[config.mk]
export PLATFORM = sky130hd
export DESIGN_NAME = rx_sr
export DESIGN_NICKNAME = d
export VERILOG_FILES = /design/src/rtl/rx_sr.sv
export SDC_FILE = /design/constraint.sdc
export NUM_CORES = 1
export LEC_CHECK = 0
export ABC_AREA = 0
export CORE_MARGIN = 4
export CORE_UTILIZATION = 30
export CTS_BUF_LIST = sky130_fd_sc_hd__clkbuf_2
export DETAILED_ROUTE_END_ITERATION = 16
export DONT_BUFFER_PORTS = 1
export SLEW_MARGIN = 20
export SYNTH_ARGS = -nofsm -noshare
export SYNTH_HDL_FRONTEND = slang
export SYNTH_SLANG_ARGS = --single-unit
[constraint.sdc]
create_clock -name clk -period 1.2 [get_ports clk]
set_input_delay 0.36 -clock clk [delete_from_list [all_inputs] [get_ports clk]]
set_output_delay 0.36 -clock clk [all_outputs]
set_load 0.05 [all_outputs]
[src/rtl/rx_sr.sv]
// Serial-to-parallel receiver: collects NUM_BITS sampled bits into a word and
// hands it to a consumer through a ready/read handshake with overrun detection.
module rx_sr #(
    parameter int NUM_BITS  = 8,
    parameter bit SHIFT_MSB = 1'b1
) (
    input  logic                clk,
    input  logic                n_rst,
    input  logic                rising_edge_found,
    input  logic                rx_enable,
    input  logic                rx_in,
    input  logic                data_read,
    output logic [NUM_BITS-1:0] rx_data,
    output logic                data_ready,
    output logic                overrun_error,
    output logic                busy
);
    localparam int CW = $clog2(NUM_BITS + 1);

    typedef enum logic [1:0] {IDLE, SHIFT, LOAD} state_t;

    state_t              state, state_nxt;
    logic [CW-1:0]       count, count_nxt;
    logic [NUM_BITS-1:0] sr, sr_nxt;
    logic                sample;
    logic                load_ok;
    logic                ovr_set;

    assign sample = rising_edge_found & rx_enable;

    always_comb begin
        state_nxt = state;
        count_nxt = count;
        sr_nxt    = sr;
        if (sample) begin
            if (SHIFT_MSB) sr_nxt = {sr[NUM_BITS-2:0], rx_in};
            else           sr_nxt = {rx_in, sr[NUM_BITS-1:1]};
        end
        case (state)
            IDLE, SHIFT: begin
                if (sample) begin
                    count_nxt = count + CW'(1);
                    state_nxt = (count_nxt == CW'(NUM_BITS)) ? LOAD : SHIFT;
                end
            end
            LOAD: begin
                // a sample in the hand-off cycle starts the next word
                count_nxt = sample ? CW'(1) : '0;
                state_nxt = sample ? SHIFT : IDLE;
            end
            default: begin
                count_nxt = '0;
                state_nxt = IDLE;
            end
        endcase
        if (!rx_enable) begin
            count_nxt = '0;
            state_nxt = IDLE;
        end
        load_ok = (state == LOAD) && (!data_ready || data_read);
        ovr_set = (state == LOAD) && data_ready && !data_read;
    end

    always_ff @(posedge clk or negedge n_rst) begin
        if (!n_rst) begin
            state         <= IDLE;
            count         <= '0;
            sr            <= '0;
            rx_data       <= '0;
            data_ready    <= 1'b0;
            overrun_error <= 1'b0;
            busy          <= 1'b0;
        end else begin
            state <= state_nxt;
            count <= count_nxt;
            sr    <= sr_nxt;
            busy  <= (state_nxt == SHIFT);
            if (load_ok) rx_data <= sr;
            if (load_ok)        data_ready <= 1'b1;
            else if (data_read) data_ready <= 1'b0;
            if (ovr_set)        overrun_error <= 1'b1;
            else if (data_read) overrun_error <= 1'b0;
        end
    end
endmodule

==> results by stage <==
Final layout:
- The count of nets after finishing is 99.
- The number of diodes added for antenna fixing is 0.
- Leaving out filler cells and counting taps, the final layout contains 136.
- The post-route netlist has 53.3% of its cells at a drive strength greater than 1.
- The filler cells instantiated in the layout total 339.
- The area added between synthesis and finish is 26.1%.
- At the end of the flow the core is filled with cells to 39.0%.

Logic synthesis:
- Yosys printed 0 warnings.
- Synthesis inferred 25 register bits.
- The synthesized area divided by synthesized cell count is 13.9 sq um.
- The number of distinct library cells after synthesis is 21.
- The cell count after synthesis came out at 74.
- The number of nets in the synthesized netlist is 82.
- The leading area contributor after synthesis is dfrtp_1.
- After synthesis, the cell types taking the most area are dfrtp_1 61%, mux2_2 17%, xor2_1 3.4%.
- The proportion of netlist area held by the largest area contributor is 60.7%.
- The sequential element share of the synthesized area is 60.7%.
- The mapped netlist covers 1030 sq um.

STA:
- The final hold violation count is 0.
- The worst setup margin is -117 ps.
- Setup violations remaining at the end of the flow were counted as 20.
- The number of max-slew violations in the final report is 0.
- The setup TNS after final layout is -975 ps.
- Across the routed clock network, the largest skew measured is 1.98 ps.
- The routed design could run at a clock period as short as 1320 ps.
- Setup repair after global routing could not meet its margin everywhere.
- The highest clock frequency the design can meet is 0.759 GHz.
- Headroom to the max-slew limit came out at 82.1%.
- For the pin with the worst max-slew slack, the measured transition is 268 ps.
- Dividing the final minimum period by the clock period gives 110%.

Power and ir drop:
- The static leakage is 0.604 nW.
- For this design the ratio of total power to cell area is 1200 nW/um^2.
- IR analysis of the VDD net gives a maximum drop of 0.000298 V.
- The overall power after layout is 1.56 mW.

Placement:
- Timing analysis after detailed placement gives a worst setup slack of -67.8 ps.
- The final RePlAce weighted congestion is 0.712.
- The post-detailed-placement half-perimeter wirelength is 1.22 mm.
- The cell total after placement is 129.
- In this run the tool buffered the top-level ports with 0 buffer cells.

Run status:
- The final reports fail on negative setup slack.
- The flow ran to the end, but the final reports show violations.

CTS:
- TritonCTS built the clock tree.
- The number of sinks on the clock net is 25.
- TritonCTS created 3 clock buffers.
- In this run the post-CTS setup repair buffer count came out at 0.
- The maximum clock insertion buffer count is 2.
- Clock-pin slew was measured on the worst setup and hold paths at 220 ps.
- In this run the number of H-tree levels came out at 1.
- CTS placed an instance of clkbuf_2 at the clock tree root.
- Clock latency on the worst-skew pair, taken at its later pin, is 330 ps.

Worst setup path:
- At the worst endpoint, the arrival time is 960 ps.
- STA puts the critical path data required time at 840 ps.
- The worst stage delay on the critical path is 460 ps.
- The critical path goes through buf_6.
- The worst setup path is captured at an output port.
- Along the worst path, the maximum fanout reaches 2.
- The worst setup path is launched from a register.
- The cell family with the largest share of critical-path delay is flip-flops.
- Among all stages on the critical path, the largest delay is contributed by dfrtp_2.
- The number of buffers and inverters on the critical path is 1.
- Setup slack on the worst reg-to-reg path comes out at -100 ps.
- The worst setup path is of the register to output port kind.

Drt:
- Summed over all layers, the routed wires come to 1.80 mm.
- The first detailed-routing pass took 4 iterations.
- The first-iteration detailed-routing DRC count is 11.
- Dividing the detail-routed via count by the number of cells gives 4.46.
- In the final routed layout, each cell accounts on average for 13.2 microns.
- The count of nets left with antenna violations once routing finished came out at 0.
- The remaining routing DRC violations is 0.
- For this block, the via count after detailed routing is 607.

GRT:
- Entering global routing, the biggest net connects 26 pins.
- The first global-routing pass estimated 3.04 mm of wire.
- The total overflow left after global routing is 0.
- The via count of the first global-routing pass is 685.
- The global router's overall resource usage is 9.32%.
- The initial antenna violation count came to 0.

Floorplanning:
- For this design the top-level I/O count stands at 17.
- The standard-cell row count is 21.
- The initial core utilization is 30.9%.
- The height of the die is 66.6 microns.
- In this run the horizontal extent of the chip is 66.6 microns.
- The core region is 3340 sq um.
- The area of the die is 4440 sq um.

Hold path:
- In this run the worst hold path is classified as input pin to register.

Job:
- The max capacitance violation total is 0.
-- state kept, by name, summed over array words and instances (netlist names) --
name	cells
rx_data	8
sr	8
count	4
state	2
busy	1
data_ready	1
overrun_error	1
-- cells in the final DEF, fill, tap and decap left out, drive strengths merged, types with 4 or more instances in the layout --
cell	n
nor2	5
nand2	6
mux2	16
clkbuf	4
dfrtp	25
xor2	4
buf	11
-- final timing paths --
| kind | start | end | cells past startpoint |
|---|---|---|---|
| min | rx_enable | count[0] | 1 |
| max reg2reg | count[0] | state[0] | 3 |
| max in group asynchronous | n_rst | rx_data[3] | 2 |
| min reg2reg | sr[7] | rx_data[7] | 1 |
| min in group asynchronous | n_rst | overrun_error | 2 |
| max | data_ready | data_ready | 1 |
-- through the flow --
step                area (sq um)  hold slack, ps
floorplan                   1040            64.4
global placement            1160            65.0
detailed placement          1160            65.0
CTS                         1270            1.83
global route                1300            95.2
finish                      1300             151
-- where the power goes --
part | switching [mW] | internal [mW] | leakage [nW] | total, mW
registers | 0.0773 | 0.957 | 0.312 | 1.03
clock network | 0.238 | 0.0881 | 0.0166 | 0.326
logic | 0.0756 | 0.128 | 0.275 | 0.204
-- final cells by class --
type                       instances  area [sq um]  share of cell area (%)
clock buffer                       4          20.0                    1.54
sequential                        25           638                    49.1
multi-input combinational         47           458                    35.2
inverter                           1          3.75                   0.289
tap                               46          57.6                    4.43
timing repair buffer              13           123                    9.43
-- logic make-up after synthesis --
group / share of synthesized area [%]
multiplexers: 18.4
AO/OA/AOI/OAI: 5.34
flip-flops: 60.7
buffers and inverters: 1.46
adder cells (fa/ha/maj): 2.43
AND/OR/NAND/NOR: 8.25
XOR/XNOR: 3.40
-- cells in the mapped netlist --
master / instances
nor4_1: 1
a21boi_0: 1
and2b_1: 1
o211a_1: 1
nand3_1: 1
o41a_1: 2
a21oi_1: 1
mux2_2: 16
o21ai_0: 2
nand4_1: 1
buf_6: 1
mux2i_1: 1
ha_1: 2
nand2_2: 2
dfrtp_1: 25
nand2_1: 4
nand2b_1: 1
nand3b_1: 1
inv_1: 1
xor2_1: 4
nor2_1: 5
-- timing repair --
item | in CTS | in global routing
hold buffers | 2 | 1
pin swaps | 1 | 1
gates resized for setup | 20 | 6
endpoints found under the hold margin | 25 | 1
endpoints found under the setup margin | 21 | 23
-- layer usage --
metal	part of all wire, %	vias up	track usage, %
met5	0	-	0
met4	2.6	0	5.33
met3	4.6	5	2.36
met2	50	14	15.2
met1	43	301	11.0
li1	-	287	-
Power figures use the tool's default switching activity.
